## src/rtl/ball_game_sequencer_pkg.sv

```systemverilog
// Shared game definitions: display state encoding, frame-rate constants and ball start position.
package defines;

    typedef enum logic [2:0] {
        IDLE      = 3'd0,
        SERVE     = 3'd1,
        PLAY      = 3'd2,
        PAUSED    = 3'd3,
        LOST      = 3'd4,
        LEVEL_UP  = 3'd5,
        GAME_OVER = 3'd6,
        WIN       = 3'd7
    } game_state_t;

    localparam int FRAME_RATE       = 60;
    localparam int LOST_FRAMES_DEF  = 60;
    localparam int LEVEL_FRAMES_DEF = 90;
    localparam int FRAME_CNT_W      = 8;

    localparam int INITIAL_X = 280;
    localparam int INITIAL_Y = 185;

endpackage

```

## src/rtl/ball_game_sequencer_if.sv

```systemverilog
// Sequencer bus: keypad/collision inputs in, ball-control and display status out.
interface ball_game_sequencer_if;
    import defines::*;

    logic        startOfFrame;
    logic        key5IsPressed;
    logic        keyPauseIsPressed;
    logic        collisionSmileyBorderBottom;
    logic        collisionSmileyObstacleReal;
    logic        reset_level;
    logic        pause;
    logic [2:0]  lives;
    logic [13:0] score;
    logic [2:0]  level;
    logic [2:0]  gameState;

    modport master (
        output startOfFrame, key5IsPressed, keyPauseIsPressed,
               collisionSmileyBorderBottom, collisionSmileyObstacleReal,
        input  reset_level, pause, lives, score, level, gameState
    );

    modport slave (
        input  startOfFrame, key5IsPressed, keyPauseIsPressed,
               collisionSmileyBorderBottom, collisionSmileyObstacleReal,
        output reset_level, pause, lives, score, level, gameState
    );

endinterface

```

## src/rtl/ball_game_sequencer_frame_delay_counter.sv

```systemverilog
// Counts startOfFrame pulses; done flags the pulse that reaches limit.
module frame_delay_counter
    import defines::*;
#(
    parameter int CNT_W = FRAME_CNT_W
) (
    input  logic             clk,
    input  logic             resetN,
    input  logic             clear,
    input  logic             startOfFrame,
    input  logic [CNT_W-1:0] limit,
    output logic             done
);

    logic [CNT_W-1:0] count;

    always_ff @(posedge clk or negedge resetN) begin
        if (!resetN)
            count <= '0;
        else if (clear)
            count <= '0;
        else if (startOfFrame)
            count <= count + 1'b1;
    end

    // A pulse seen while cleared is never counted, so the entry cycle is excluded.
    assign done = !clear && startOfFrame && (count == limit - 1'b1);

endmodule

```

## src/rtl/ball_game_sequencer.sv

```systemverilog
// Game sequencer: owns lives/score/level and drives the ball controller's reset_level and pause.
module ball_game_sequencer
    import defines::*;
#(
    parameter int LIVES_INIT     = 3,
    parameter int HITS_PER_LEVEL = 8,
    parameter int POINTS_PER_HIT = 10,
    parameter int LOST_FRAMES    = LOST_FRAMES_DEF,
    parameter int LEVEL_FRAMES   = LEVEL_FRAMES_DEF,
    parameter int MAX_LEVEL      = 4,
    parameter int SCORE_MAX      = 9999
) (
    input  logic                  clk,
    input  logic                  resetN,
    ball_game_sequencer_if.slave  bus
);

    localparam int HITS_W = $clog2(HITS_PER_LEVEL + 1);

    game_state_t       state, stateNext;
    logic [2:0]        lives, livesNext;
    logic [13:0]       score, scoreNext;
    logic [2:0]        level, levelNext;
    logic [HITS_W-1:0] hits, hitsNext, hitCount;
    logic              key5D, keyPauseD;
    logic              firstCycle, resetLevel, pauseR;
    logic              key5Press, pausePress, levelDone, frameDone;
    logic              counterClear;
    logic [FRAME_CNT_W-1:0] frameLimit;

    function automatic logic [13:0] satScore(input logic [13:0] cur);
        logic [14:0] sum;
        sum = {1'b0, cur} + 15'(POINTS_PER_HIT);
        if (sum > 15'(SCORE_MAX))
            satScore = 14'(SCORE_MAX);
        else
            satScore = sum[13:0];
    endfunction

    assign key5Press  = bus.key5IsPressed && !key5D;
    assign pausePress = bus.keyPauseIsPressed && !keyPauseD;
    assign hitCount   = hits + 1'b1;
    assign levelDone  = bus.collisionSmileyObstacleReal && (hitCount == HITS_W'(HITS_PER_LEVEL));

    assign counterClear = firstCycle || !(state == LOST || state == LEVEL_UP);
    assign frameLimit   = (state == LOST) ? FRAME_CNT_W'(LOST_FRAMES) : FRAME_CNT_W'(LEVEL_FRAMES);

    frame_delay_counter #(.CNT_W(FRAME_CNT_W)) frameDelay (
        .clk          (clk),
        .resetN       (resetN),
        .clear        (counterClear),
        .startOfFrame (bus.startOfFrame),
        .limit        (frameLimit),
        .done         (frameDone)
    );

    always_comb begin
        stateNext = state;
        livesNext = lives;
        scoreNext = score;
        levelNext = level;
        hitsNext  = hits;
        case (state)
            IDLE: begin
                if (key5Press) begin
                    stateNext = SERVE;
                    livesNext = 3'(LIVES_INIT);
                    scoreNext = '0;
                    levelNext = 3'd1;
                    hitsNext  = '0;
                end
            end
            SERVE: begin
                if (key5Press)
                    stateNext = PLAY;
            end
            PLAY: begin
                // A non-completing hit is still scored when the ball is lost in the same cycle.
                if (bus.collisionSmileyObstacleReal) begin
                    scoreNext = satScore(score);
                    hitsNext  = hitCount;
                end
                if (levelDone)
                    stateNext = LEVEL_UP;
                else if (bus.collisionSmileyBorderBottom) begin
                    stateNext = LOST;
                    if (lives != 3'd0)
                        livesNext = lives - 3'd1;
                end else if (pausePress)
                    stateNext = PAUSED;
            end
            PAUSED: begin
                if (pausePress)
                    stateNext = PLAY;
            end
            LOST: begin
                if (frameDone)
                    stateNext = (lives == 3'd0) ? GAME_OVER : SERVE;
            end
            LEVEL_UP: begin
                if (frameDone) begin
                    if (level == 3'(MAX_LEVEL))
                        stateNext = WIN;
                    else begin
                        stateNext = SERVE;
                        levelNext = level + 3'd1;
                        hitsNext  = '0;
                    end
                end
            end
            default: begin
                if (key5Press)
                    stateNext = IDLE;
            end
        endcase
    end

    always_ff @(posedge clk or negedge resetN) begin
        if (!resetN) begin
            state      <= IDLE;
            lives      <= 3'(LIVES_INIT);
            score      <= '0;
            level      <= 3'd1;
            hits       <= '0;
            key5D      <= 1'b0;
            keyPauseD  <= 1'b0;
            firstCycle <= 1'b0;
            resetLevel <= 1'b0;
            pauseR     <= 1'b1;
        end else begin
            state      <= stateNext;
            lives      <= livesNext;
            score      <= scoreNext;
            level      <= levelNext;
            hits       <= hitsNext;
            key5D      <= bus.key5IsPressed;
            keyPauseD  <= bus.keyPauseIsPressed;
            firstCycle <= (stateNext != state);
            resetLevel <= (stateNext != state) && (stateNext == SERVE || stateNext == IDLE);
            pauseR     <= (stateNext != PLAY);
        end
    end

    assign bus.reset_level = resetLevel;
    assign bus.pause       = pauseR;
    assign bus.lives       = lives;
    assign bus.score       = score;
    assign bus.level       = level;
    assign bus.gameState   = state;

endmodule

```

## src/flat_wrapper.sv

```systemverilog
// flat-port wrapper written by rule: the top's interface ports become plain ports
module ball_game_sequencer_flat import defines::*;
#(
    parameter int LIVES_INIT     = 3,
    parameter int HITS_PER_LEVEL = 8,
    parameter int POINTS_PER_HIT = 10,
    parameter int LOST_FRAMES    = LOST_FRAMES_DEF,
    parameter int LEVEL_FRAMES   = LEVEL_FRAMES_DEF,
    parameter int MAX_LEVEL      = 4,
    parameter int SCORE_MAX      = 9999
)
  (clk, resetN, bus_startOfFrame, bus_key5IsPressed, bus_keyPauseIsPressed, bus_collisionSmileyBorderBottom, bus_collisionSmileyObstacleReal, bus_reset_level, bus_pause, bus_lives, bus_score, bus_level, bus_gameState);
  ball_game_sequencer_if bus_i ();
  input  logic clk;
  input  logic resetN;
  input wire logic [$bits(bus_i.startOfFrame)-1:0] bus_startOfFrame;
  input wire logic [$bits(bus_i.key5IsPressed)-1:0] bus_key5IsPressed;
  input wire logic [$bits(bus_i.keyPauseIsPressed)-1:0] bus_keyPauseIsPressed;
  input wire logic [$bits(bus_i.collisionSmileyBorderBottom)-1:0] bus_collisionSmileyBorderBottom;
  input wire logic [$bits(bus_i.collisionSmileyObstacleReal)-1:0] bus_collisionSmileyObstacleReal;
  output wire logic [$bits(bus_i.reset_level)-1:0] bus_reset_level;
  output wire logic [$bits(bus_i.pause)-1:0] bus_pause;
  output wire logic [$bits(bus_i.lives)-1:0] bus_lives;
  output wire logic [$bits(bus_i.score)-1:0] bus_score;
  output wire logic [$bits(bus_i.level)-1:0] bus_level;
  output wire logic [$bits(bus_i.gameState)-1:0] bus_gameState;
  assign bus_i.startOfFrame = bus_startOfFrame;
  assign bus_i.key5IsPressed = bus_key5IsPressed;
  assign bus_i.keyPauseIsPressed = bus_keyPauseIsPressed;
  assign bus_i.collisionSmileyBorderBottom = bus_collisionSmileyBorderBottom;
  assign bus_i.collisionSmileyObstacleReal = bus_collisionSmileyObstacleReal;
  assign bus_reset_level = bus_i.reset_level;
  assign bus_pause = bus_i.pause;
  assign bus_lives = bus_i.lives;
  assign bus_score = bus_i.score;
  assign bus_level = bus_i.level;
  assign bus_gameState = bus_i.gameState;
  ball_game_sequencer #(.LIVES_INIT(LIVES_INIT), .HITS_PER_LEVEL(HITS_PER_LEVEL), .POINTS_PER_HIT(POINTS_PER_HIT), .LOST_FRAMES(LOST_FRAMES), .LEVEL_FRAMES(LEVEL_FRAMES), .MAX_LEVEL(MAX_LEVEL), .SCORE_MAX(SCORE_MAX)) u_core (.clk(clk), .resetN(resetN), .bus(bus_i));
endmodule
```

## config.mk

```make
export PLATFORM = sky130hd
export DESIGN_NAME = ball_game_sequencer_flat
export DESIGN_NICKNAME = d
export VERILOG_FILES = /design/src/rtl/ball_game_sequencer_pkg.sv /design/src/rtl/ball_game_sequencer_if.sv /design/src/rtl/ball_game_sequencer_frame_delay_counter.sv /design/src/rtl/ball_game_sequencer.sv /design/src/flat_wrapper.sv
export SDC_FILE = /design/constraint.sdc
export NUM_CORES = 1
export LEC_CHECK = 0
export CAP_MARGIN = 20
export CORE_MARGIN = 10
export CORE_UTILIZATION = 54
export DETAILED_ROUTE_END_ITERATION = 16
export PLACE_DENSITY = 0.8
export SETUP_SLACK_MARGIN = 0.15
export SYNTH_ARGS = -nofsm -noshare
export SYNTH_HDL_FRONTEND = slang
export SYNTH_SLANG_ARGS = --single-unit
```

## constraint.sdc

```tcl
create_clock -name clk -period 7.24 [get_ports clk]
set_clock_uncertainty 0.1 [all_clocks]
set_input_delay 1.448 -clock clk [delete_from_list [all_inputs] [get_ports clk]]
set_output_delay 1.448 -clock clk [all_outputs]
set_load 0.02 [all_outputs]
```

==> out/metrics.csv, run 1 <==
metric,value,unit
status,completed,
clk_path_buf_depth,2,
finalSetupViolations,0,
drive_gt1_share,5.90,%
crit_slowest_cell,clkdlybuf4s50_1,
track_usage,14.8,%
dieWidth,86.6,µm
critPathLaunch,bus_startOfFrame,
coreArea,4320,µm²
syn_nets,292,
viasPerCell,5.96,
grt_pass1_vias,2054,
ctsResizeCount,0,
fp-row-count,24,
worst_ep_required_time,7310,ps
cp_cell_sequence,"clkdlybuf4s50_1, nand3_1, a2111oi_4, a41oi_1, o211a_1, mux2i_1, a2111o_1",
syn_to_final_growth,17.8,%
drt-total-wl,5.44,mm
yosys_register_bits,40,
min_period,3560,ps
slew_violations,0,
cts_setup_buffers,0,
hold_path.startpoint,u_core.hits[3],
synthArstFlopShare,100,%
regToRegStartpoint,u_core.bus.gameState[1],
pre_cts_ws,3390,ps
path_class,primary input to flop,
start_util,55.3,%
netlist_area,2390,µm²
critical_path.max_fanout,10,
timing.hold.ws,417,ps
synth_ff_type,dfrtp_1,
drv_cap,0,
grt_pass1_wl,9.29,mm
syn_inst,276,
antenna_cells,0,
finalCoreUtilization,65.2,%
clkTransAtPathRegs,70,ps
finalWorstSetupSlack,3680,ps
synth_warnings,0,
synth.distinct_cells,49,
final_nets,320,
clock_latency,290,ps
cts_inserted_buffers,5,
rsz0062_at_grt,false,
clock_sinks,40,
synth_edf_count,0,
globalplace.congestion,0.868,
overflow,0,
clock-root-buffer,clkbuf_8,
drcViolationCount,0,
portBuffers,31,
seq_area_frac_synth,42.1,%
first_pass_iters,4,
stdcell_area,2820,µm²
drt_iter0_markers,130,
holdCritPathClass,flop to flop,
antenna_found_initial,0,
fin_setup_tns,0,ps
endpoint_kind,flop,
pin_count,32,
cts_tree,built,
critPathTopFamily,compound AO/OA/AOI/OAI gates,
dieHeight,86.6,µm
power.density,297,nW/µm²
dpl.hpwl,3.89,mm
cts_hold_buf,0,
placed_area,2730,µm²
crit_arrival,3620,ps
tightest_slew,895,ps
vias,2127,
hold_viol_final,0,
routedWlPerCell,15.2,µm
fill_cells,379,
timing.fmax,281,MHz
syn_area_per_cell,8.67,µm²
p_leak,1.19,nW
maxSlewHeadroom,40.3,%
peakVddDrop,0.000212,V
die-area,7490,µm²
fin_crit_sh,49.1,%
cp_slowest_stage_delay,610,ps
path_buf_inv,1,
grt_max_degree,41,
ant_nets,0,
start_kind,primary input,
h-tree-depth,2,
==> synth_stat cells (all sizes together) (3+ instances only) <==
| cell | number | area share [%] |
|---|---|---|
| ha | 9 | 4.7 |
| a211oi | 3 | 1.4 |
| o211ai | 3 | 0.94 |
| nor2 | 34 | 5.3 |
| nand3 | 10 | 2.1 |
| o21ai | 22 | 4.6 |
| xnor2 | 4 | 1.5 |
| inv | 11 | 1.7 |
| xor2 | 9 | 3.3 |
| or3 | 6 | 1.8 |
| nand4 | 6 | 1.6 |
| and2 | 3 | 0.78 |
| nand2 | 32 | 5.0 |
| nor3 | 8 | 1.7 |
| a31oi | 5 | 1.3 |
| dfstp | 4 | 4.4 |
| a21oi | 17 | 3.6 |
| dfrtp | 36 | 38 |
| and3 | 5 | 1.3 |
| clkbuf | 11 | 1.7 |
| mux2i | 4 | 1.7 |
| nand2b | 5 | 1.3 |
==> sequential cells by signal, indices dropped and copies added, names as in the netlist <==
register	cells
u_core.key5D	1
u_core.bus.reset_level	1
u_core.keyPauseD	1
u_core.bus.score	14
u_core.bus.gameState	3
u_core.bus.lives	3
u_core.bus.level	3
u_core.firstCycle	1
u_core.bus.pause	1
u_core.frameDelay.count	8
u_core.hits	4
==> cells by family after synthesis <==
logic type               synth area share [%]
AND/OR/NAND/NOR                          23.6
adder cells (fa/ha/maj)                  4.71
AO/OA/AOI/OAI                            19.7
flip-flops                               42.1
buffers and inverters                    3.45
multiplexers                             1.67
XOR/XNOR                                 4.76
==> worst reg2reg max path, cell delays in order (launching register included) <==
cell and delay, ps:
dfrtp_1 550, or3b_1 480, or3_4 400, a2111oi_4 550, a41oi_1 200, o211a_1 220
mux2i_1 140, a2111o_1 350
==> power by group <==
part           internal (mW)  switching, mW
sequential             0.271         0.0655
combinational          0.151          0.198
clock                 0.0777         0.0738
==> metal layers <==
metal,share of wire [%],global-route usage [%],routed length [µm],vias to the layer above
met4,1.5,5.30,83,0
met5,0,0,0,-
met2,47,24.7,2560,58
met1,45,17.8,2450,1019
met3,6.3,3.85,340,9
li1,-,-,-,1041
==> layout by cell type (no fill, tap or decap), types with 9 or more instances in the layout <==
cell type	synthesis	layout
inv_1	11	11
xor2_1	9	9
nand3_1	10	10
clkdlybuf4s50_1	0	30
ha_1	9	9
dfrtp_1	36	36
nand2_1	32	32
nor2_1	34	34
o21ai_0	22	22
a21oi_1	17	17
==> path summary, 6_finish.rpt <==
check                                           end  slack [ps]  cells past startpoint
worst min-delay path                 u_core.hits[3]         420                      2
worst max register to register    u_core.firstCycle        4130                      7
worst min register to register       u_core.hits[3]         420                      2
min in group asynchronous       u_core.bus.lives[2]        1190                      1
worst max-delay path              u_core.firstCycle        3680                      7
max in group asynchronous       u_core.bus.score[1]        5300                      1
==> per-stage QoR <==
step	power (mW)	cells
floorplan	0.564	276
global placement	0.678	349
detailed placement	0.688	349
CTS	0.841	357
global route	0.897	357
finish	0.837	357
==> layout make-up <==
cell class                      count  area (µm²)  area share (%)
Inverter                           11        41.3            1.46
Timing Repair Buffer               32         313            11.1
Sequential cell                    40        1010            35.7
Clock buffer                        8        90.1            3.20
Tap cell                           52        65.1            2.31
Multi-Input combinational cell    214        1300            46.2
No activity file was read; power rests on OpenSTA's default activity.
==> inputs of run 2 (changes only) <==
clock period = 3.4 ns   (was 7.24 ns; I/O delays follow)
==> run 2 against run 1 <==
  * Total power up 110%
  * First-iteration DRC count down 3.1%
  * Cell area up 0.80%
  * Critical path depth up 1
  * Sequential share of layout area down 0.28 points
  * Setup slack worse by 3100 ps
  * Clock power up 110%
  * Register-to-register slack worse by 3500 ps
  * Combinational power up 120%
  * Via count down 0.75%
  * Routed wire length down 3.0%
  * Critical endpoint is now u_core.bus.gameState[1]
  * Largest power group unchanged
  * Highest routed layer unchanged
==> out/metrics.csv, run 2 (same netlist as run 1, synthesis figures left out) <==
metric,value,unit,change
fp-row-count,24,,unchanged
mostFrequentLayoutCell,dfrtp_1,,
grt_pass1_wl,9.20,mm,-0.97%
timing.fmax,359,MHz,
min_period,2780,ps,
antenna_found_initial,0,,unchanged
endpoint_kind,flop,,
cts_hold_buf,0,,unchanged
ctsResizeCount,0,,unchanged
reg2regPathDepth,8,,+1
syn_to_final_growth,18.8,%,
worst_ep_required_time,3470,ps,-3840 ps
reg_top3,"u_core.bus.score (14), u_core.frameDelay.count (8), u_core.hits (4)",,
slew_violations,0,,unchanged
path_class,flop to flop,,
status,completed,,
first_pass_iters,4,,unchanged
pre_cts_ws,604,ps,-2790 ps
globalplace.congestion,0.862,,-0.65%
cp_cell_sequence,"or3b_1, or3_4, a2111oi_4, buf_4, nand2_1, a21oi_1, nor2_1, or3_1",,
ant_nets,0,,unchanged
dpl.hpwl,3.89,mm,+0.12%
final_nets,323,,+0.94%
h-tree-depth,2,,unchanged
start_util,55.3,%,unchanged
crit_arrival,2860,ps,-760 ps
tightest_slew,866,ps,-28.9 ps
crit_slowest_cell,dfrtp_1,,
cts_tree,built,,
clk_path_buf_depth,2,,unchanged
clock_sinks,40,,unchanged
clock_latency,300,ps,about the same
dieWidth,86.6,µm,unchanged
drcViolationCount,0,,unchanged
regToRegStartpoint,u_core.bus.gameState[2],,
timing.hold.ws,399,ps,-18.5 ps
switching_share,40.0,%,-0.34 points
drive_gt1_share,6.82,%,+0.92 points
routedWlPerCell,14.7,µm,-3.8%
p_leak,1.20,nW,+1.3%
fin_setup_tns,0,ps,unchanged
pin_count,32,,unchanged
largest_reg_flops,14,,unchanged
regMostFlops,u_core.bus.score,,
die-area,7490,µm²,unchanged
start_kind,flop,,
stdcell_count,360,,+0.84%
rsz0062_at_grt,false,,
ff2ff_setup_slack,620,ps,-3510 ps
vias,2111,,-0.75%
drt_iter0_markers,126,,-3.1%
antenna_cells,0,,unchanged
power.switching,716,µW,+110%
maxSlewHeadroom,42.3,%,+1.9 points
fin_crit_sh,81.8,%,
cts_setup_buffers,0,,unchanged
holdCritPathClass,primary input to asynchronous set/reset pin,,
worstReg2RegEnd,u_core.bus.gameState[1],,
p_clk_share,18.2,%,about the same
fin_total_pwr,1.79,mW,+110%
coreArea,4320,µm²,unchanged
mostFrequentLayoutCells,"dfrtp_1 (36), nor2_1 (34), nand2_1 (32), clkdlybuf4s50_1 (30), o21ai_0 (22)",,
drt-total-wl,5.28,mm,-3.0%
grt_max_degree,41,,unchanged
p_comb_share,43.1,%,+1.4 points
track_usage,14.9,%,+0.17 points
hold_viol_final,0,,unchanged
placed_area,2750,µm²,+0.83%
cp_slowest_stage_delay,550,ps,-60 ps
power.density,630,nW/µm²,+110%
dieHeight,86.6,µm,unchanged
stdcell_area,2840,µm²,+0.80%
cts_inserted_buffers,5,,unchanged
grt_pass1_vias,2017,,-1.8%
clock-root-buffer,clkbuf_8,,
peakVddDrop,0.000349,V,+65%
finalWorstSetupSlack,618,ps,-3070 ps
dp.cells,352,,+0.86%
fill_cells,397,,+4.7%
portBuffers,31,,unchanged
overflow,0,,unchanged
finalCoreUtilization,65.7,%,+0.52 points
viasPerCell,5.86,,-1.6%
critical_path.max_fanout,13,,+3
finalSetupViolations,0,,unchanged
pwr-share-seq,38.7,%,-1.5 points
intPower,1.08,mW,+120%
drv_cap,0,,unchanged
clkTransAtPathRegs,70,ps,about the same
## run 2: critical path: cells and delay by family, from the launching register on
kind / cells / cell delay [ps]
simple gates: 5 / 1330
buf+inv: 1 / 210
compound gates: 2 / 470
flops: 1 / 550
## run 2: how the worst max path moves through the flow
stage	depth (start not counted)	slack [ps]	endpoint	start
after detailed placement	8	600	u_core.bus.gameState[1]	bus_startOfFrame
final	8	620	u_core.bus.gameState[1]	u_core.bus.gameState[2]
after floorplan	7	600	u_core.firstCycle	u_core.bus.gameState[1]
after global placement	8	640	u_core.bus.gameState[1]	bus_startOfFrame
after CTS	8	630	u_core.bus.gameState[1]	u_core.bus.gameState[2]
after global routing	6	370	u_core.bus.score[11]	u_core.bus.score[1]
## run 2: power by group through the flow
stage               clock [mW]  sequential (mW)  combinational, mW
finish                   0.325            0.694              0.772
global route             0.352            0.711              0.863
CTS                      0.331            0.692              0.780
detailed placement           0            0.702              0.776
global placement             0            0.699              0.764
floorplan                    0            0.747              0.453
## run 2: area by class of cell
cell class / count / area [µm²] / area share (%)
multi-input cells: 214 / 1300 / 45.9
inverters: 11 / 41.3 / 1.45
flip-flops and latches: 40 / 1010 / 35.4
repair buffers: 35 / 335 / 11.8
well taps: 52 / 65.1 / 2.29
clock buffers: 8 / 90.1 / 3.17
## run 2: layer usage
metal / up-vias / share of wire (%) / routed length (µm) / GRT usage [%]
met2: 40 / 47 / 2470 / 23.7
met5: - / 0 / 0 / 0
li1: 1043 / - / - / -
met4: 0 / 1.2 / 65 / 6.19
met1: 1022 / 47 / 2460 / 17.9
met3: 6 / 5.2 / 275 / 5.44
